$ cat src/rtl/alu_seq_if.sv
// rtl/alu_seq_if.sv - request/response handshake bundle for the chunked ALU
interface alu_seq_if #(
  parameter int WIDTH = 32
);
  logic             in_valid;
  logic             in_ready;
  logic [WIDTH-1:0] src_a;
  logic [WIDTH-1:0] src_b;
  logic             a_invert;
  logic             b_invert;
  logic             cin;
  logic [1:0]       operation;
  logic             out_valid;
  logic             out_ready;
  logic [WIDTH-1:0] result;
  logic             cout;
  logic             overflow;
  logic             zero;

  modport master (
    output in_valid, src_a, src_b, a_invert, b_invert, cin, operation, out_ready,
    input  in_ready, out_valid, result, cout, overflow, zero
  );

  modport slave (
    input  in_valid, src_a, src_b, a_invert, b_invert, cin, operation, out_ready,
    output in_ready, out_valid, result, cout, overflow, zero
  );
endinterface

$ cat src/rtl/alu_seq.sv
// rtl/alu_seq.sv - multi-cycle ALU computing one SLICE-bit chunk per clock
module alu_seq #(
  parameter int WIDTH = 32,
  parameter int SLICE = 4
) (
  input  logic      clk,
  input  logic      rst,
  alu_seq_if.slave  bus
);
  localparam int NCHUNK = WIDTH / SLICE;
  localparam int KW     = (NCHUNK > 1) ? $clog2(NCHUNK) : 1;
  localparam logic [KW-1:0] KLAST = KW'(NCHUNK - 1);

  typedef enum logic [1:0] {IDLE, BUSY, DONE} state_t;

  state_t           state;
  logic [KW-1:0]    k;
  logic             carry;
  logic [WIDTH-1:0] a_r, b_r;
  logic [1:0]       op_r;
  logic [WIDTH-1:0] result_r;
  logic             in_ready_r, out_valid_r, cout_r, overflow_r, zero_r;

  logic [SLICE-1:0] ac, bc, chunk;
  logic [SLICE:0]   csum;
  logic             c_msb, ovf, set_bit, last;
  logic [WIDTH-1:0] nres;
  int               base;

  always_comb begin
    base  = int'(k) * SLICE;
    last  = (k == KLAST);
    ac    = a_r[base +: SLICE];
    bc    = b_r[base +: SLICE];
    csum  = {1'b0, ac} + {1'b0, bc} + {{SLICE{1'b0}}, carry};
    // Carry into the chunk's top bit recovered from the sum bit, valid for any SLICE.
    c_msb   = ac[SLICE-1] ^ bc[SLICE-1] ^ csum[SLICE-1];
    ovf     = c_msb ^ csum[SLICE];
    set_bit = csum[SLICE-1] ^ ovf;
    case (op_r)
      2'b00:   chunk = ac & bc;
      2'b01:   chunk = ac | bc;
      default: chunk = csum[SLICE-1:0];
    endcase
    nres = result_r;
    nres[base +: SLICE] = chunk;
    if (last && op_r == 2'b11) nres = {{(WIDTH-1){1'b0}}, set_bit};
  end

  always_ff @(posedge clk or posedge rst) begin
    if (rst) begin
      state       <= IDLE;
      k           <= '0;
      carry       <= 1'b0;
      a_r         <= '0;
      b_r         <= '0;
      op_r        <= 2'b00;
      result_r    <= '0;
      in_ready_r  <= 1'b1;
      out_valid_r <= 1'b0;
      cout_r      <= 1'b0;
      overflow_r  <= 1'b0;
      zero_r      <= 1'b0;
    end else begin
      case (state)
        IDLE: begin
          if (bus.in_valid) begin
            a_r        <= bus.a_invert ? ~bus.src_a : bus.src_a;
            b_r        <= bus.b_invert ? ~bus.src_b : bus.src_b;
            op_r       <= bus.operation;
            carry      <= bus.cin;
            k          <= '0;
            in_ready_r <= 1'b0;
            state      <= BUSY;
          end
        end
        BUSY: begin
          result_r <= nres;
          carry    <= csum[SLICE];
          k        <= k + KW'(1);
          if (last) begin
            cout_r      <= csum[SLICE];
            overflow_r  <= op_r[1] & ovf;
            zero_r      <= (nres == '0);
            out_valid_r <= 1'b1;
            state       <= DONE;
          end
        end
        DONE: begin
          if (bus.out_ready) begin
            out_valid_r <= 1'b0;
            in_ready_r  <= 1'b1;
            state       <= IDLE;
          end
        end
        default: state <= IDLE;
      endcase
    end
  end

  assign bus.in_ready  = in_ready_r;
  assign bus.out_valid = out_valid_r;
  assign bus.result    = result_r;
  assign bus.cout      = cout_r;
  assign bus.overflow  = overflow_r;
  assign bus.zero      = zero_r;
endmodule

$ cat src/flat_wrapper.sv
// flat-port wrapper written by rule: the top's interface ports become plain ports
module alu_seq_flat 
#(
  parameter int WIDTH = 32,
  parameter int SLICE = 4
)
  (clk, rst, bus_in_valid, bus_src_a, bus_src_b, bus_a_invert, bus_b_invert, bus_cin, bus_operation, bus_out_ready, bus_in_ready, bus_out_valid, bus_result, bus_cout, bus_overflow, bus_zero);
  alu_seq_if #(.WIDTH(WIDTH)) bus_i ();
  input  logic clk;
  input  logic rst;
  input wire logic [$bits(bus_i.in_valid)-1:0] bus_in_valid;
  input wire logic [$bits(bus_i.src_a)-1:0] bus_src_a;
  input wire logic [$bits(bus_i.src_b)-1:0] bus_src_b;
  input wire logic [$bits(bus_i.a_invert)-1:0] bus_a_invert;
  input wire logic [$bits(bus_i.b_invert)-1:0] bus_b_invert;
  input wire logic [$bits(bus_i.cin)-1:0] bus_cin;
  input wire logic [$bits(bus_i.operation)-1:0] bus_operation;
  input wire logic [$bits(bus_i.out_ready)-1:0] bus_out_ready;
  output wire logic [$bits(bus_i.in_ready)-1:0] bus_in_ready;
  output wire logic [$bits(bus_i.out_valid)-1:0] bus_out_valid;
  output wire logic [$bits(bus_i.result)-1:0] bus_result;
  output wire logic [$bits(bus_i.cout)-1:0] bus_cout;
  output wire logic [$bits(bus_i.overflow)-1:0] bus_overflow;
  output wire logic [$bits(bus_i.zero)-1:0] bus_zero;
  assign bus_i.in_valid = bus_in_valid;
  assign bus_i.src_a = bus_src_a;
  assign bus_i.src_b = bus_src_b;
  assign bus_i.a_invert = bus_a_invert;
  assign bus_i.b_invert = bus_b_invert;
  assign bus_i.cin = bus_cin;
  assign bus_i.operation = bus_operation;
  assign bus_i.out_ready = bus_out_ready;
  assign bus_in_ready = bus_i.in_ready;
  assign bus_out_valid = bus_i.out_valid;
  assign bus_result = bus_i.result;
  assign bus_cout = bus_i.cout;
  assign bus_overflow = bus_i.overflow;
  assign bus_zero = bus_i.zero;
  alu_seq #(.WIDTH(WIDTH), .SLICE(SLICE)) u_core (.clk(clk), .rst(rst), .bus(bus_i));
endmodule
$ cat config.mk
export PLATFORM = sky130hd
export DESIGN_NAME = alu_seq_flat
export DESIGN_NICKNAME = d
export VERILOG_FILES = /design/src/rtl/alu_seq_if.sv /design/src/rtl/alu_seq.sv /design/src/flat_wrapper.sv
export SDC_FILE = /design/constraint.sdc
export NUM_CORES = 1
export LEC_CHECK = 0
export CELL_PAD_IN_SITES_DETAIL_PLACEMENT = 0
export CELL_PAD_IN_SITES_GLOBAL_PLACEMENT = 1
export CORE_UTILIZATION = 41
export DETAILED_ROUTE_END_ITERATION = 10
export PLACE_DENSITY_LB_ADDON = 0.08
export SLEW_MARGIN = 25
export SYNTH_ARGS = -nofsm -noshare
export SYNTH_HDL_FRONTEND = slang
export SYNTH_SLANG_ARGS = --single-unit
$ cat constraint.sdc
create_clock -name clk -period 4.11 [get_ports clk]
set_clock_uncertainty 0.15 [all_clocks]
set_input_delay 0.822 -clock clk [delete_from_list [all_inputs] [get_ports clk]]
set_output_delay 0.822 -clock clk [all_outputs]
set_load 0.005 [all_outputs]
==> key figures <==
Timing
  • Slew Limit Fails: 0
  • RSZ-0062 raised after global routing: false
  • Setup TNS Final: 0 ps
  • Relative slew slack: between 30 and 40%
  • Hold slack: 336.7 ps
  • Setup WS post-layout: approximately 300 ps
  • Tmin final: approximately 3800 ps
  • Final period util: roughly 93%
  • Achievable Freq: 0.2619 GHz
  • Final hold violation count: 0
  • Worst Max-Slew Pin Slew: about 920 ps
  • Final setup fails: 0

Placed design
  • PortBufs: between 100 and 150
  • RePlAce Congestion: 0.8640
  • Post-Place Setup Slack: 277.1 ps
  • DP HPWL: 12.58 mm
  • Placement Cell Area: roughly 7500 um2
  • Placed insts: 910

Power
  • Cell Pwr Density: 842.8 nW/um2
  • Tot Pwr: 6.580 mW
  • Peak VDD IR: ~0.34 mV
  • Static Leak: about 3.1 nW

Clock network
  • CTS tree: built
  • CTS Buffer Depth: 2
  • Root buf cell: clkbuf_16
  • Clock Sinks: 109
  • CTS Hold Bufs: 0
  • # H-tree levels: 3
  • Post-CTS Setup Bufs: 0
  • Clk_lat worst skew: 350 ps
  • CTS resizes: 0
  • Clock-pin slew on the worst setup and hold paths: 70 ps
  • Total CTS buffers: 9

GRT
  • Global route total overflow: 0
  • GR Util met3: roughly 4.6%
  • Initial antenna violation count: 0
  • Number of global-route vias before repair: about 5,200
  • Routing usage on met1: a little under a third
  • Total GRT Usage: 22.64%
  • Global-route track usage on met2: 36.71%
  • Top Usage Layer GRT: met2
  • Largest net degree at the start of global routing: 110
  • First-pass GRT wire length: between 20 and 30 mm

Finish
  • Area delta synth->final: 25.48%
  • Sequential Area: 2731 um2
  • Fin nets: slightly above 800
  • # diodes: 0
  • Fillers: 1,346
  • Final Non-Filler Cells: 926
  • Final Util: between 50% and 60%
  • Share of layout cells above drive strength 1: 8.760%
  • Finished Cell Area: a little under 8000 um2
  • Multi-input logic area: approximately 3300 um2

Detailed routing
  • Iteration-0 DRC Markers: 423
  • Antenna Nets Post-Route: 0
  • WL per Instance: roughly 18 um
  • Final wirelength: 16.67 mm
  • Pre-antenna DRT Iters: 7
  • DRC Markers: 0
  • Vias per inst: about 5.5
  • DR vias: around 5,100

Critical path
  • Crit path arrival time: a little under 4000 ps
  • Crit. End Element: flip-flop
  • Worst R2R Start: u_core.k[0]
  • Critical Path RT: ~4200 ps
  • Crit-path max FO: 14
  • Critical path type: flip-flop to flip-flop
  • CP Launch Type: flip-flop
  • Critical Path Source: u_core.k[0]

Logic synthesis
  • Area leader, netlist: dfrtp_1
  • Async set-reset flop share out of synthesis: between 90% and 100%
  • Synth Warn #: 0
  • Synth Area per Inst: between 9 and 10 um2
  • Post-Synthesis Cells: approximately 640
  • Number of flops mapped to enable cells by yosys: 0
  • Count leader, synth: dfrtp_1
  • Syn Std Cell Area: 6222 um2
  • Post-synth cell types: 64
  • Flops & latches, synth: about 110
  • Sequential share of the synthesized area: approximately 44%
  • Primary FF master, synth: dfrtp_1
  • Synth top area cells: dfrtp_1, xnor2_1, a21oi_1
  • Synth cell count leaders: dfrtp_1, nor2_1, a21oi_1, xnor2_1, nand2_1
  • Synth top area share: a little over two fifths
  • Syn_nets: 731

Die
  • Die footprint: around 16,000 um2
  • Row cnt: 44
  • CORE AREA: about 15,000 um2
  • Io pins: 110
  • Initial Util: 42.49%
  • Die H: roughly 130 um
  • Die width: ~130 um

Min path
  • Worst Hold Class: flip-flop to flip-flop
  • Hold Crit Start: u_core.bus.overflow

Job
  • Maxcap violations: 0

Outcome
  • Status: finished clean
## final cells by class
class,instances,area share (%)
Tap cell,184,2.949
Timing Repair Buffer,123,15.51
Sequential cell,109,34.98
Clock inverter,5,0.5449
Multi-Input combinational cell,476,41.88
Inverter,18,0.8974
Clock buffer,11,3.237
## per-layer routing
layer / wire [um] / vias to the layer above
li1: - / 2456
met1: 7452 / 2496
met2: 8026 / 166
met3: 920 / 17
met4: 269 / 0
met5: 0 / -
## final timing paths
| kind | slack, ps | to | cells after the start |
|---|---|---|---|
| setup / recovery | 290 | u_core.bus.zero | 12 |
| hold / removal | 340 | u_core.bus.overflow | 2 |
| setup reg to reg | 290 | u_core.bus.zero | 12 |
| hold reg to reg | 340 | u_core.bus.overflow | 2 |
| max in group asynchronous | 2350 | u_core.k[1] | 3 |
| min in group asynchronous | 600 | u_core.bus.out_valid | 2 |
## worst max-delay path, cell delays in order (launching register included)
cell and delay, ps:
dfrtp_2 600, buf_4 270, mux4_2 520, nand2_1 80, and2_1 220, inv_1 60, ha_1 190, or2_1 260
a31o_2 320, a222oi_1 220, nor4bb_1 360, a31oi_1 150, o41ai_2 300
## state kept, by name, indices dropped and copies added (netlist names)
register              flops
u_core.k                  3
u_core.state              2
u_core.carry              1
u_core.op_r               2
u_core.bus.result        32
u_core.bus.out_valid      1
u_core.bus.overflow       1
u_core.bus.zero           1
u_core.a_r               32
u_core.bus.cout           1
u_core.b_r               32
u_core.bus.in_ready       1
## logic make-up after synthesis
kind of cell | synth area share [%]
and+or+nand+nor | 15.77
AOI/OAI and AO/OA | 17.70
xor gates and xnor gates | 9.149
DFF | 43.86
buffers and inverters | 3.720
adders and majority gates | 3.660
muxes | 6.153
## placed cells by master (no fill, tap or decap), drive strengths merged, types with 8 or more instances in the layout
cell type and count:
nand2 62, a22o 15, dfrtp 108, nand2b 11
clkbuf 11, ha 15, xnor2 65, clkdlybuf4s50 107
o31ai 10, a32o 11, buf 16, a21oi 72
o21ai 16, nand3 8, and2 10, inv 18
mux4 16, nor2 91
## report_power, final
part | switching, mW | internal [mW]
registers | 0.420 | 1.54
logic | 2.12 | 1.65
clock network | 0.402 | 0.451
total | 2.94 | 3.64
No activity file was read; power rests on OpenSTA's default activity.
